**src/rtl/hazard_ctrl_pkg.sv**
```systemverilog
// Shared types and constants for the pipeline hazard controller.
// State encoding is fixed so other tools can decode it from waveforms.
package hazard_ctrl_pkg;

  typedef enum logic [1:0] {
    RUN        = 2'd0,
    LOAD_STALL = 2'd1,
    FLUSH      = 2'd2,
    MEM_WAIT   = 2'd3
  } hc_state_e;

  localparam int STALL_CNT_WIDTH = 32;
  localparam int WAIT_CNT_WIDTH  = 8;

endpackage

```
**src/rtl/hazard_ctrl_sat_counter.sv**
```systemverilog
// Saturating up-counter with synchronous active-low reset and clear.
// Holds at all-ones instead of wrapping.
module sat_counter #(
  parameter int WIDTH = 8
) (
  input  logic             clk,
  input  logic             rst_n,
  input  logic             en,
  input  logic             clr,
  output logic [WIDTH-1:0] cnt
);

  always_ff @(posedge clk) begin
    if (!rst_n) begin
      cnt <= '0;
    end else if (clr) begin
      cnt <= '0;
    end else if (en && !(&cnt)) begin
      cnt <= cnt + WIDTH'(1);
    end
  end

endmodule

```
**src/rtl/hazard_ctrl.sv**
```systemverilog
// Pipeline sequencing controller: load-use bubbles, redirect flushes,
// memory-wait freezes, plus stall accounting and a sticky timeout.
module hazard_ctrl
  import hazard_ctrl_pkg::*;
#(
  parameter int AWIDTH       = 5,
  parameter int PC_WIDTH     = 32,
  parameter int FLUSH_CYCLES = 2,
  parameter int MAX_WAIT     = 15
) (
  input  logic                hc_clk,
  input  logic                hc_rst,
  input  logic                hc_i_ce,
  input  logic                hc_i_stall,
  input  logic                hc_i_de_valid,
  input  logic [AWIDTH-1:0]   hc_i_de_rs1_addr,
  input  logic [AWIDTH-1:0]   hc_i_de_rs2_addr,
  input  logic                hc_i_ex_valid,
  input  logic                hc_i_ex_is_load,
  input  logic [AWIDTH-1:0]   hc_i_ex_rd_addr,
  input  logic                hc_i_change_pc,
  input  logic [PC_WIDTH-1:0] hc_i_next_pc,
  input  logic                hc_i_mem_req,
  input  logic                hc_i_mem_ack,
  output logic                hc_o_stall,
  output logic                hc_o_bubble,
  output logic                hc_o_flush,
  output logic                hc_o_pc_load,
  output logic [PC_WIDTH-1:0] hc_o_pc,
  output logic                hc_o_timeout,
  output logic [31:0]         hc_o_stall_cnt
);

  localparam logic [2:0] FC = 3'(FLUSH_CYCLES);
  localparam logic [WAIT_CNT_WIDTH-1:0] MW = WAIT_CNT_WIDTH'(MAX_WAIT);

  hc_state_e state;
  hc_state_e nstate;
  logic [2:0] fcnt;
  logic [WAIT_CNT_WIDTH-1:0] wcnt;
  logic load_use;
  logic mem_wait;
  logic on;
  logic act;
  logic hold;
  logic take_pc;
  logic to_set;

  assign load_use = hc_i_de_valid & hc_i_ex_valid & hc_i_ex_is_load
                  & (hc_i_ex_rd_addr != '0)
                  & ((hc_i_ex_rd_addr == hc_i_de_rs1_addr)
                   | (hc_i_ex_rd_addr == hc_i_de_rs2_addr));
  assign mem_wait = hc_i_mem_req & ~hc_i_mem_ack;

  // on: outputs live; act: state may advance
  assign on  = hc_i_ce & hc_rst;
  assign act = on & ~hc_i_stall;

  always_comb begin
    nstate  = state;
    hold    = 1'b0;
    take_pc = 1'b0;
    to_set  = 1'b0;
    unique case (state)
      RUN: begin
        if (mem_wait) begin
          hold   = 1'b1;
          nstate = MEM_WAIT;
        end else if (hc_i_change_pc) begin
          take_pc = 1'b1;
          nstate  = FLUSH;
        end else if (load_use) begin
          hold   = 1'b1;
          nstate = LOAD_STALL;
        end
      end
      LOAD_STALL: begin
        hold   = mem_wait;
        nstate = mem_wait ? MEM_WAIT : RUN;
      end
      FLUSH: begin
        if (mem_wait) begin
          hold = 1'b1;
        end else if (fcnt == 3'd1) begin
          nstate = RUN;
        end
      end
      MEM_WAIT: begin
        if (!mem_wait) begin
          nstate = RUN;
        end else if (wcnt == MW) begin
          to_set = 1'b1;
          nstate = RUN;
        end else begin
          hold = 1'b1;
        end
      end
      default: nstate = RUN;
    endcase
  end

  always_ff @(posedge hc_clk) begin
    if (!hc_rst) begin
      state        <= RUN;
      fcnt         <= '0;
      hc_o_pc      <= '0;
      hc_o_timeout <= 1'b0;
    end else if (act) begin
      state <= nstate;
      if (take_pc) begin
        hc_o_pc <= hc_i_next_pc;
        fcnt    <= FC;
      end else if (state == FLUSH && !mem_wait) begin
        fcnt <= fcnt - 3'd1;
      end
      if (to_set) hc_o_timeout <= 1'b1;
    end
  end

  assign hc_o_stall   = on & (hc_i_stall | hold);
  assign hc_o_bubble  = on & (state == LOAD_STALL);
  assign hc_o_flush   = on & (state == FLUSH);
  // counter untouched until the first unstalled flush cycle
  assign hc_o_pc_load = on & (state == FLUSH)
                      & (fcnt == FC) & ~hc_o_stall;

  sat_counter #(
    .WIDTH(WAIT_CNT_WIDTH)
  ) u_wait_cnt (
    .clk  (hc_clk),
    .rst_n(hc_rst),
    .en   (act & (nstate == MEM_WAIT)),
    .clr  (act & (nstate != MEM_WAIT)),
    .cnt  (wcnt)
  );

  sat_counter #(
    .WIDTH(STALL_CNT_WIDTH)
  ) u_stall_cnt (
    .clk  (hc_clk),
    .rst_n(hc_rst),
    .en   (hc_o_stall),
    .clr  (1'b0),
    .cnt  (hc_o_stall_cnt)
  );

endmodule

```
**config.mk**
```make
export PLATFORM = sky130hd
export DESIGN_NAME = hazard_ctrl
export DESIGN_NICKNAME = d
export VERILOG_FILES = /design/src/rtl/hazard_ctrl_pkg.sv /design/src/rtl/hazard_ctrl_sat_counter.sv /design/src/rtl/hazard_ctrl.sv
export SDC_FILE = /design/constraint.sdc
export NUM_CORES = 1
export LEC_CHECK = 0
export ABC_AREA = 1
export BUFFER_PORTS_ARGS = -buffer_cell sky130_fd_sc_hd__buf_2
export CAP_MARGIN = 30
export CORE_UTILIZATION = 40
export DETAILED_ROUTE_END_ITERATION = 7
export PLACE_DENSITY = 0.64
export SLEW_MARGIN = 20
export SYNTH_ARGS = -nofsm -noshare
export SYNTH_HDL_FRONTEND = slang
export SYNTH_SLANG_ARGS = --single-unit
```
**constraint.sdc**
```tcl
create_clock -name hc_clk -period 1.9 [get_ports hc_clk]
set_clock_uncertainty 0.2 [all_clocks]
set_input_delay 0.285 -clock hc_clk [delete_from_list [all_inputs] [get_ports hc_clk]]
set_output_delay 0.285 -clock hc_clk [all_outputs]
set_load 0.03 [all_outputs]
```
==> flow_summary.html, run 1 <==
<table>
<tr><th>Metric</th><th>Value</th></tr>
<tr><th colspan="2">Yosys</th></tr>
<tr><td>Netlist area before placement</td><td>4210 um2</td></tr>
<tr><td>Dominant cell type by area after synthesis</td><td>dfxtp_1</td></tr>
<tr><td>Most frequent cells after synthesis</td><td>133 x nand2_1, 122 x nor2_1, 78 x dfxtp_1, 56 x nand3_1, 50 x a21oi_1</td></tr>
<tr><td>Distinct cells, synth</td><td>30</td></tr>
<tr><td>Largest cells by area after synthesis</td><td>dfxtp_1 37%, nand2_1 12%, nor2_1 11%, nand3_1 6.7%, a21oi_1 5.9%</td></tr>
<tr><td>Synth Area in XOR/XNOR</td><td>7.48%</td></tr>
<tr><td>Adder-Cell Fraction of Synth Area</td><td>2.67%</td></tr>
<tr><td>Area share of the largest cell type after synthesis</td><td>37.1%</td></tr>
<tr><td>Largest family of logic cells by synthesized area</td><td>simple AND/OR/NAND/NOR gates</td></tr>
<tr><td>Mean cell area of the mapped netlist</td><td>6.69 um2</td></tr>
<tr><td>Post-synthesis async set-or-reset flop share</td><td>0%</td></tr>
<tr><td>Post-synthesis compound-gate area fraction</td><td>11.2%</td></tr>
<tr><td>FF+latch count, synth</td><td>78</td></tr>
<tr><td>Number of warnings issued by yosys</td><td>0</td></tr>
<tr><td>Dominant synthesized flop cell</td><td>dfxtp_1</td></tr>
<tr><td>Number of synthesized flops with an enable pin</td><td>0</td></tr>
<tr><td>Most instantiated library cell after synthesis</td><td>nand2_1</td></tr>
<tr><td>Proportion of synthesized chip area in sequential cells</td><td>37.1%</td></tr>
<tr><td>Share of synthesized area spent on multiplexers</td><td>0%</td></tr>
<tr><td>Synthesized netlist net count</td><td>696</td></tr>
<tr><td>Gate count after technology mapping</td><td>630</td></tr>
<tr><td>Area fraction in and, or, nand and nor cells after synthesis</td><td>34.4%</td></tr>
<tr><th colspan="2">Timing</th></tr>
<tr><td>Relative slew margins</td><td>68.3%</td></tr>
<tr><td>Final setup vio count</td><td>71</td></tr>
<tr><td>Slew at the pin closest to its max-slew limit</td><td>0.475 ns</td></tr>
<tr><td>Smallest setup slack after layout</td><td>-0.437 ns</td></tr>
<tr><td>Unrepaired setup endpoints after global routing</td><td>yes</td></tr>
<tr><td>Setup tns final</td><td>-14.66 ns</td></tr>
<tr><td>Final worst path period share</td><td>123%</td></tr>
<tr><td>Min Tclk post-route</td><td>2.34 ns</td></tr>
<tr><td>Count of pins over their slew limit</td><td>0</td></tr>
<tr><td>Number of hold-slack violations in the final timing report</td><td>0</td></tr>
<tr><td>Maximum clock rate</td><td>428 MHz</td></tr>
<tr><th colspan="2">Power</th></tr>
<tr><td>LEAKAGE</td><td>3.21 nW</td></tr>
<tr><td>Overall Power</td><td>3.80 mW</td></tr>
<tr><td>Total power per unit cell area</td><td>529 nW/um2</td></tr>
<tr><td>VDD IR-drop max</td><td>0.446 mV</td></tr>
<tr><th colspan="2">Status</th></tr>
<tr><td>Violations in the final reports</td><td>setup timing</td></tr>
<tr><td>Status</td><td>complete, but fails checks</td></tr>
<tr><th colspan="2">Floorplanning</th></tr>
<tr><td>Core outline area</td><td>10300 um2</td></tr>
<tr><td>Floorplan die width</td><td>105 um</td></tr>
<tr><td>Die outline area</td><td>10900 um2</td></tr>
<tr><td>Starting Density</td><td>41.0%</td></tr>
<tr><td>Y dimension of the die</td><td>105 um</td></tr>
<tr><td>Top-level I/O count</td><td>126</td></tr>
<tr><td>Std-Cell Rows</td><td>37</td></tr>
<tr><th colspan="2">Global route</th></tr>
<tr><td>GR Overflow Total</td><td>0</td></tr>
<tr><td>Initial antenna violation count</td><td>0</td></tr>
<tr><td>Vias in the first global route</td><td>5162</td></tr>
<tr><td>Largest net degree at the start of global routing</td><td>39</td></tr>
<tr><td>Global-route wire length before repair</td><td>24200 um</td></tr>
<tr><td>All-Layer GR Usage</td><td>27.0%</td></tr>
<tr><th colspan="2">Critical path</th></tr>
<tr><td>Critical path fanouts, max</td><td>5</td></tr>
<tr><td>Required time of the critical path</td><td>1.98 ns</td></tr>
<tr><td>Worst path top cell family by delay</td><td>buffers and inverters</td></tr>
<tr><td>Slowest library cell on the worst path</td><td>dfxtp_4</td></tr>
<tr><td>Crit path capture type</td><td>flop</td></tr>
<tr><td>Sequence of cells on the critical path</td><td>inv_2 &gt; ha_1 &gt; nor2_1 &gt; a31o_2 &gt; a21oi_4 &gt; buf_12 &gt; buf_12 &gt; buf_12 &gt; buf_12 &gt; buf_12 &gt; buf_12 &gt; nand3_2 &gt; a21oi_2</td></tr>
<tr><td>Critical path's most frequent cell</td><td>buf_12</td></tr>
<tr><td>Sum of buffers and inverters on the critical path</td><td>7</td></tr>
<tr><td>Worst path arrival time</td><td>2.41 ns</td></tr>
<tr><td>Worst setup path class</td><td>flop to flop</td></tr>
<tr><td>Delay of the slowest critical-path stage</td><td>0.39 ns</td></tr>
<tr><td>Crit path launch type</td><td>flop</td></tr>
<tr><th colspan="2">Detailed routing</th></tr>
<tr><td>Number of routed nets with antenna violations</td><td>0</td></tr>
<tr><td>Post-Route WL</td><td>15500 um</td></tr>
<tr><td>Met3 wire length</td><td>1010 um</td></tr>
<tr><td>Drt via density</td><td>5.17</td></tr>
<tr><td>Wire length the detailed router placed on met1</td><td>6210 um</td></tr>
<tr><td>Via Count</td><td>5270</td></tr>
<tr><td>Wire length on met2</td><td>7700 um</td></tr>
<tr><td>Highest signal layer in the routed design</td><td>met4</td></tr>
<tr><td>Number of optimization iterations in the first detailed-route pass</td><td>5</td></tr>
<tr><td>Drt wl/cell</td><td>15.2 um</td></tr>
<tr><td>Number of remaining DRC errors</td><td>0</td></tr>
<tr><td>Iteration-0 DRC count of the detailed router</td><td>355</td></tr>
<tr><th colspan="2">Finish</th></tr>
<tr><td>Share of cells above drive strength 1</td><td>45.3%</td></tr>
<tr><td>Antenna Cells</td><td>0</td></tr>
<tr><td>Fin nets</td><td>944</td></tr>
<tr><td>Layout overhead on the synthesized area</td><td>70.4%</td></tr>
<tr><th colspan="2">Clock tree</th></tr>
<tr><td>TritonCTS clock tree</td><td>yes</td></tr>
<tr><td>Clock-pin slew on the worst setup and hold paths</td><td>0.09 ns</td></tr>
<tr><td>Worst-skew pair later-pin latency</td><td>0.35 ns</td></tr>
<tr><td>Maximum root-to-sink buffer count</td><td>2</td></tr>
<tr><td>Num CTS Buffers</td><td>9</td></tr>
<tr><td>CTS H-Tree Depth</td><td>3</td></tr>
<tr><td>CTS root buffer</td><td>clkbuf_8</td></tr>
<tr><td>TritonCTS Sinks</td><td>78</td></tr>
<tr><th colspan="2">Place</th></tr>
<tr><td>Placer congestion estimate</td><td>0.870</td></tr>
<tr><td>Dpl hpwl</td><td>9050 um</td></tr>
<tr><td>Input/output buffers</td><td>125</td></tr>
<tr><th colspan="2">Flow run</th></tr>
<tr><td>Max-cap violations</td><td>0</td></tr>
<tr><th colspan="2">Hold path</th></tr>
<tr><td>Worst Hold Class</td><td>primary input to flop</td></tr>
</table>
-- worst register-to-register path, delay by kind of cell (launching register included) --
kind / cells / cell delay, ns
compound gates: 3 / 0.59
buf+inv: 7 / 0.70
fa+ha+maj: 1 / 0.28
flops: 1 / 0.39
simple gates: 2 / 0.11
-- registers in the layout, indices dropped and copies added, names as in the netlist --
signal	cells
fcnt	3
hc_o_pc	32
hc_o_timeout	1
state	2
u_stall_cnt.cnt	32
u_wait_cnt.cnt	8
-- cell usage in the layout, fill, tap and decap left out, types with 6 or more instances in the layout --
cell             n
dlygate4sd3_1   32
o21ai_0         31
dfxtp_1         56
nand2_4          6
buf_12          11
inv_1           38
nand2_2         24
nand4_1          9
nand3_1         25
inv_2           10
clkbuf_8         9
buf_8            6
buf_6           10
nand2_1        104
nor3_1          12
a21oi_1         28
nor2_4           9
buf_2          121
xor2_1          23
nor2_1         100
buf_4           71
nand3_2         30
dfxtp_2         14
xnor2_1         13
dfxtp_4          8
a21oi_2         22
nor2_2          17
-- layout make-up --
cell class | instances | area (um2)
fillers | 809 | 3100
multi-input cells | 482 | 2950
repair buffers | 256 | 2010
flip-flops and latches | 78 | 1610
inverters | 51 | 196
well taps | 136 | 170
clock buffers | 11 | 153
clock inverters | 5 | 86.3
-- logic make-up after synthesis --
logic type | after synthesis
buffers and inverters | 73
AOI/OAI and AO/OA | 90
and+or+nand+nor | 344
adders and majority gates | 9
DFF | 78
xor gates and xnor gates | 36
-- path summary, 6_finish.rpt --
kind | cells after the start | slack [ns] | start | to
max reg2reg | 13 | -0.44 | state[0]$_SDFFE_PN0P_ | u_stall_cnt.cnt[28]$_SDFFE_PN0P_
max | 13 | -0.44 | state[0]$_SDFFE_PN0P_ | u_stall_cnt.cnt[28]$_SDFFE_PN0P_
min | 4 | 0.18 | hc_i_stall | hc_o_timeout$_SDFFE_PN0P_
min reg2reg | 2 | 0.29 | hc_o_timeout$_SDFFE_PN0P_ | hc_o_timeout$_SDFFE_PN0P_
-- stage by stage --
step	util (%)	instances	area, um2	worst slack (ns)	hold WS [ns]
after CTS	67.1	1013	6900	-0.421	0.148
after floorplan	-	630	4380	-0.0390	0.220
after global routing	69.9	1019	7180	-0.499	0.193
after detailed placement	54.7	941	5620	-0.194	0.273
final	69.9	1019	7180	-0.437	0.177
after global placement	54.7	941	5620	-0.129	0.270
-- metal layers --
| metal | track usage [%] | vias up |
|---|---|---|
| li1 | - | 2532 |
| met1 | 31.8 | 2469 |
| met3 | 5.68 | 49 |
| met4 | 12.9 | 0 |
| met5 | 0 | - |
| met2 | 46.6 | 220 |
-- power by group --
| part | switching (mW) | internal, mW |
|---|---|---|
| clock network | 0.658 | 0.833 |
| registers | 0.0191 | 1.65 |
| logic | 0.334 | 0.301 |
| total | 1.01 | 2.78 |
-- repair_timing --
action / 4_1_cts / 5_1_grt
hold endpoints to repair: 32 / 0
pin swaps: 39 / 16
buffers inserted: 16 / 5
resized for setup: 101 / 65
hold buffers: 32 / 0
cloned: 9 / 3
setup endpoints to repair: 76 / 80
No activity file was read; power rests on OpenSTA's default activity.
==> run 2: changes to the inputs <==
--- a/config.mk
+++ b/config.mk
@@ -5,12 +5,12 @@
 export SDC_FILE = /design/constraint.sdc
 export NUM_CORES = 1
 export LEC_CHECK = 0
-export ABC_AREA = 1
 export BUFFER_PORTS_ARGS = -buffer_cell sky130_fd_sc_hd__buf_2
 export CAP_MARGIN = 30
 export CORE_UTILIZATION = 40
 export DETAILED_ROUTE_END_ITERATION = 7
-export PLACE_DENSITY = 0.64
+export MAX_ROUTING_LAYER = met4
+export PLACE_DENSITY = 0.65
 export SLEW_MARGIN = 20
 export SYNTH_ARGS = -nofsm -noshare
 export SYNTH_HDL_FRONTEND = slang
==> run 2 against run 1 <==
The flow still finishes with violations (setup timing). Synthesized area fell by 5.0%. Count of clock-buffer cells in the layout is 1 higher. Maximum frequency is 10% lower. Sequential power about the same. Worst hold slack better by 0.035 ns. First-iteration DRC count fell by 46%. Routed wire length decreased by 1.3%. Largest cell class unchanged.
==> flow_summary.html, run 2 <==
<table>
<tr><th>Metric</th><th>Value</th></tr>
<tr><th colspan="2">Power</th></tr>
<tr><td>Overall Power</td><td>3.57 mW (was 3.80 mW)</td></tr>
<tr><td>Total power per unit cell area</td><td>501 nW/um2 (was 529 nW/um2)</td></tr>
<tr><td>VDD IR-drop max</td><td>0.350 mV (was 0.446 mV)</td></tr>
<tr><td>LEAKAGE</td><td>2.91 nW (was 3.21 nW)</td></tr>
<tr><th colspan="2">Floorplanning</th></tr>
<tr><td>Top-level I/O count</td><td>126 (unchanged)</td></tr>
<tr><td>Starting Density</td><td>41.2% (was 41.0%)</td></tr>
<tr><td>Floorplan die width</td><td>102 um (was 105 um)</td></tr>
<tr><td>Std-Cell Rows</td><td>36 (was 37)</td></tr>
<tr><td>Die outline area</td><td>10400 um2 (was 10900 um2)</td></tr>
<tr><td>Y dimension of the die</td><td>102 um (was 105 um)</td></tr>
<tr><td>Core outline area</td><td>9730 um2 (was 10300 um2)</td></tr>
<tr><th colspan="2">Place</th></tr>
<tr><td>Post-DP Area</td><td>5540 um2 (was 5620 um2)</td></tr>
<tr><td>Input/output buffers</td><td>125 (unchanged)</td></tr>
<tr><td>Instance count after placement with tap cells included</td><td>821 (was 941)</td></tr>
<tr><td>Post-placement setup slack</td><td>-0.674 ns (was -0.194 ns)</td></tr>
<tr><td>Dpl hpwl</td><td>8320 um (was 9050 um)</td></tr>
<tr><td>Placer congestion estimate</td><td>0.875 (was 0.870)</td></tr>
<tr><th colspan="2">Global route</th></tr>
<tr><td>All-Layer GR Usage</td><td>26.8% (was 27.0%)</td></tr>
<tr><td>Vias in the first global route</td><td>4543 (was 5162)</td></tr>
<tr><td>Global-route wire length before repair</td><td>21400 um (was 24200 um)</td></tr>
<tr><td>Initial antenna violation count</td><td>0 (unchanged)</td></tr>
<tr><td>GR Overflow Total</td><td>0 (unchanged)</td></tr>
<tr><td>Largest net degree at the start of global routing</td><td>34 (was 39)</td></tr>
<tr><th colspan="2">Timing</th></tr>
<tr><td>Min Tclk post-route</td><td>2.60 ns (was 2.34 ns)</td></tr>
<tr><td>Maximum clock rate</td><td>384 MHz (was 428 MHz)</td></tr>
<tr><td>Final worst hold slack</td><td>0.212 ns (was 0.177 ns)</td></tr>
<tr><td>Smallest setup slack after layout</td><td>-0.701 ns (was -0.437 ns)</td></tr>
<tr><td>Final worst path period share</td><td>137% (was 123%)</td></tr>
<tr><td>Number of hold-slack violations in the final timing report</td><td>0 (unchanged)</td></tr>
<tr><td>Slew at the pin closest to its max-slew limit</td><td>0.934 ns (was 0.475 ns)</td></tr>
<tr><td>Setup tns final</td><td>-20.91 ns (was -14.66 ns)</td></tr>
<tr><td>Relative slew margins</td><td>37.3% (was 68.3%)</td></tr>
<tr><td>Unrepaired setup endpoints after global routing</td><td>yes (unchanged)</td></tr>
<tr><td>Final setup vio count</td><td>61 (was 71)</td></tr>
<tr><td>Count of pins over their slew limit</td><td>0 (unchanged)</td></tr>
<tr><th colspan="2">Yosys</th></tr>
<tr><td>Post-synthesis async set-or-reset flop share</td><td>0% (unchanged)</td></tr>
<tr><td>FF+latch count, synth</td><td>78 (unchanged)</td></tr>
<tr><td>Netlist area before placement</td><td>4010 um2 (was 4210 um2)</td></tr>
<tr><td>Largest cells by area after synthesis</td><td>dfxtp_1 39%, nand2_1 8.8%, a21oi_1 6.9%, o31ai_1 3.6%, nand3_1 3.1% (was dfxtp_1 37%, nand2_1 12%, nor2_1 11%, nand3_1 6.7%, a21oi_1 5.9%)</td></tr>
<tr><td>Area share of the largest cell type after synthesis</td><td>39.0% (was 37.1%)</td></tr>
<tr><td>Number of warnings issued by yosys</td><td>0 (unchanged)</td></tr>
<tr><td>Number of synthesized flops with an enable pin</td><td>0 (unchanged)</td></tr>
<tr><td>Dominant synthesized flop cell</td><td>dfxtp_1 (unchanged)</td></tr>
<tr><td>Proportion of synthesized chip area in sequential cells</td><td>39.0% (was 37.1%)</td></tr>
<tr><td>Most frequent cells after synthesis</td><td>94 x nand2_1, 78 x dfxtp_1, 55 x a21oi_1, 25 x nand3_1, 21 x clkbuf_1 (was 133 x nand2_1, 122 x nor2_1, 78 x dfxtp_1, 56 x nand3_1, 50 x a21oi_1)</td></tr>
<tr><td>Distinct cells, synth</td><td>54 (was 30)</td></tr>
<tr><td>Mean cell area of the mapped netlist</td><td>8.03 um2 (was 6.69 um2)</td></tr>
<tr><td>Dominant cell type by area after synthesis</td><td>dfxtp_1 (unchanged)</td></tr>
<tr><td>Synthesized netlist net count</td><td>565 (was 696)</td></tr>
<tr><td>Most instantiated library cell after synthesis</td><td>nand2_1 (unchanged)</td></tr>
<tr><td>Gate count after technology mapping</td><td>499 (was 630)</td></tr>
<tr><th colspan="2">Detailed routing</th></tr>
<tr><td>Drt via density</td><td>5.58 (was 5.17)</td></tr>
<tr><td>Number of optimization iterations in the first detailed-route pass</td><td>5 (unchanged)</td></tr>
<tr><td>Number of routed nets with antenna violations</td><td>0 (unchanged)</td></tr>
<tr><td>Number of remaining DRC errors</td><td>0 (unchanged)</td></tr>
<tr><td>Via Count</td><td>5014 (was 5270)</td></tr>
<tr><td>Iteration-0 DRC count of the detailed router</td><td>190 (was 355)</td></tr>
<tr><td>Drt wl/cell</td><td>17.0 um (was 15.2 um)</td></tr>
<tr><td>Post-Route WL</td><td>15300 um (was 15500 um)</td></tr>
<tr><th colspan="2">Status</th></tr>
<tr><td>Status</td><td>complete, but fails checks (unchanged)</td></tr>
<tr><td>Violations in the final reports</td><td>setup timing (unchanged)</td></tr>
<tr><th colspan="2">Critical path</th></tr>
<tr><td>Critical path fanouts, max</td><td>12 (was 5)</td></tr>
<tr><td>Crit path launch type</td><td>flop (unchanged)</td></tr>
<tr><td>Worst setup path class</td><td>flop to flop (unchanged)</td></tr>
<tr><td>Required time of the critical path</td><td>1.98 ns (about the same)</td></tr>
<tr><td>Worst path arrival time</td><td>2.68 ns (was 2.41 ns)</td></tr>
<tr><td>Depth of the worst register-to-register path</td><td>9 (was 13)</td></tr>
<tr><td>Worst-case register-to-register setup slack</td><td>-0.70 ns (was -0.44 ns)</td></tr>
<tr><td>Worst r2r dst</td><td>u_stall_cnt.cnt[7]$_SDFFE_PN0P_ (was u_stall_cnt.cnt[28]$_SDFFE_PN0P_)</td></tr>
<tr><td>Crit path capture type</td><td>flop (unchanged)</td></tr>
<tr><td>Delay of the slowest critical-path stage</td><td>0.50 ns (was 0.39 ns)</td></tr>
<tr><td>Slowest library cell on the worst path</td><td>or4_4 (was dfxtp_4)</td></tr>
<tr><td>Sequence of cells on the critical path</td><td>ha_4 &gt; and3_4 &gt; a21o_1 &gt; a221oi_2 &gt; a21bo_4 &gt; buf_12 &gt; buf_12 &gt; or4_4 &gt; a21oi_1 (was inv_2 &gt; ha_1 &gt; nor2_1 &gt; a31o_2 &gt; a21oi_4 &gt; buf_12 &gt; buf_12 &gt; buf_12 &gt; buf_12 &gt; buf_12 &gt; buf_12 &gt; nand3_2 &gt; a21oi_2)</td></tr>
<tr><td>Critical path's most frequent cell</td><td>buf_12 (unchanged)</td></tr>
<tr><td>Worst R2R Start</td><td>u_wait_cnt.cnt[0]$_SDFFE_PP0P_ (was state[0]$_SDFFE_PN0P_)</td></tr>
<tr><th colspan="2">Flow run</th></tr>
<tr><td>Max-cap violations</td><td>0 (unchanged)</td></tr>
<tr><th colspan="2">Finish</th></tr>
<tr><td>Fin nets</td><td>827 (was 944)</td></tr>
<tr><td>Registers with the highest flip-flop counts</td><td>hc_o_pc (32), u_stall_cnt.cnt (32), u_wait_cnt.cnt (8) (unchanged)</td></tr>
<tr><td>Post-route insts no fill</td><td>899 (was 1019)</td></tr>
<tr><td>Antenna Cells</td><td>0 (unchanged)</td></tr>
<tr><td>Storage element area</td><td>1630 um2 (was 1610 um2)</td></tr>
<tr><td>Area of combinational cells with multiple inputs</td><td>2950 um2 (about the same)</td></tr>
<tr><td>Share of cells above drive strength 1</td><td>50.9% (was 45.3%)</td></tr>
<tr><td>Final Instance Area</td><td>7130 um2 (was 7180 um2)</td></tr>
<tr><td>Layout overhead on the synthesized area</td><td>78.1% (was 70.4%)</td></tr>
<tr><td>Utilization of the core after routing</td><td>73.3% (was 69.9%)</td></tr>
<tr><td>Count of filler cells inserted in the layout</td><td>704 (was 809)</td></tr>
<tr><td>Most frequent standard cell in the layout excluding fill and tap cells</td><td>buf_2 (unchanged)</td></tr>
<tr><td>Most frequent cells in the layout</td><td>121 x buf_2, 95 x buf_4, 88 x nand2_1, 54 x dfxtp_1, 43 x a21oi_1 (was 121 x buf_2, 104 x nand2_1, 100 x nor2_1, 71 x buf_4, 56 x dfxtp_1)</td></tr>
<tr><th colspan="2">Hold path</th></tr>
<tr><td>Start point of the worst hold path</td><td>hc_i_stall (unchanged)</td></tr>
<tr><td>Worst hold path stage count</td><td>4 (unchanged)</td></tr>
<tr><td>End point of the worst hold path</td><td>state[0]$_SDFFE_PN0P_ (was hc_o_timeout$_SDFFE_PN0P_)</td></tr>
<tr><td>Worst Hold Class</td><td>primary input to flop (unchanged)</td></tr>
<tr><th colspan="2">Clock tree</th></tr>
<tr><td>Clock-pin slew on the worst setup and hold paths</td><td>0.09 ns (about the same)</td></tr>
<tr><td>CTS root buffer</td><td>clkbuf_8 (unchanged)</td></tr>
<tr><td>TritonCTS clock tree</td><td>yes (unchanged)</td></tr>
<tr><td>TritonCTS Sinks</td><td>78 (unchanged)</td></tr>
<tr><td>CTS H-Tree Depth</td><td>3 (unchanged)</td></tr>
<tr><td>Maximum root-to-sink buffer count</td><td>2 (unchanged)</td></tr>
<tr><td>Num CTS Buffers</td><td>9 (unchanged)</td></tr>
<tr><td>Worst-skew pair later-pin latency</td><td>0.36 ns (was 0.35 ns)</td></tr>
</table>
==> run 2: cell types whose count changed in the layout (fill, tap and decap cells not counted), sizes merged, moves of 10 or more <==
cell and change:
nand2b +10, nor2 -108, buf +26, or4 +16, xor2 -12, inv -43
o31ai +19, xnor2 -13, mux2i +11, o21ai -23, nand3 -32, nand2 -43
==> run 2: cell type report <==
cell class	count	area share [%]
multi-input cells	380	41.3
repair buffers	282	29.9
flip-flops and latches	78	22.8
clock buffers	12	2.49
well taps	133	2.33
inverters	10	0.684
clock inverters	4	0.474
==> run 2: worst max-delay path by stage <==
stage | slack, ns | end | start
6_report | -0.70 | u_stall_cnt.cnt[7]$_SDFFE_PN0P_ | u_wait_cnt.cnt[0]$_SDFFE_PP0P_
5_1_grt | -0.78 | u_stall_cnt.cnt[7]$_SDFFE_PN0P_ | u_wait_cnt.cnt[0]$_SDFFE_PP0P_
4_1_cts | -0.65 | hc_o_stall | u_wait_cnt.cnt[1]$_SDFFE_PP0P_
3_5_place_dp | -0.67 | u_stall_cnt.cnt[11]$_SDFFE_PN0P_ | u_wait_cnt.cnt[1]$_SDFFE_PP0P_
3_3_place_gp | -0.56 | hc_o_pc_load | hc_i_ex_rd_addr[1]
2_1_floorplan | -0.50 | hc_o_pc_load | u_wait_cnt.cnt[1]$_SDFFE_PP0P_
==> run 2: kinds of logic (layout without fill, tap and decap cells) <==
family | count (synthesis) | after routing | share of synthesized area [%]
multiplexers | 11 | 11 | 2.75
adder cells (fa/ha/maj) | 9 | 9 | 2.81
flip-flops | 78 | 78 | 39.0
AO/OA/AOI/OAI | 113 | 113 | 17.8
XOR/XNOR | 11 | 11 | 2.41
AND/OR/NAND/NOR | 235 | 236 | 30.4
buffers and inverters | 42 | 308 | 4.87
==> run 2: timing repair <==
| item | in CTS | in global routing |
|---|---|---|
| endpoints found under the setup margin | 76 | 64 |
| hold endpoints to repair | 32 | 0 |
| pin swaps | 7 | 33 |
| cloned | 4 | 4 |
| hold buffers | 32 | 0 |
| resized for setup | 76 | 90 |
| buffers inserted | 11 | 13 |
==> run 2: where the power goes <==
part           internal, mW  switching, mW
Combinational         0.295          0.310
Sequential             1.63         0.0117
Clock                 0.645          0.678
Total                  2.57           1.00
==> run 2: routing by layer <==
metal / track usage (%) / up-vias / wire, um
met4: 9.45 / 0 / 484
li1: - / 2346 / -
met3: 5.54 / 51 / 923
met1: 30.4 / 2407 / 5820
met2: 46.5 / 210 / 8030
met5: - / - / 0
==> run 2: critical path, delay by kind of cell (launching register included) <==
family	cells	cell delay [ns]
and+or+nand+nor	2	0.68
adders and majority gates	1	0.15
DFF	1	0.34
buffers and inverters	2	0.28
AOI/OAI and AO/OA	4	0.87
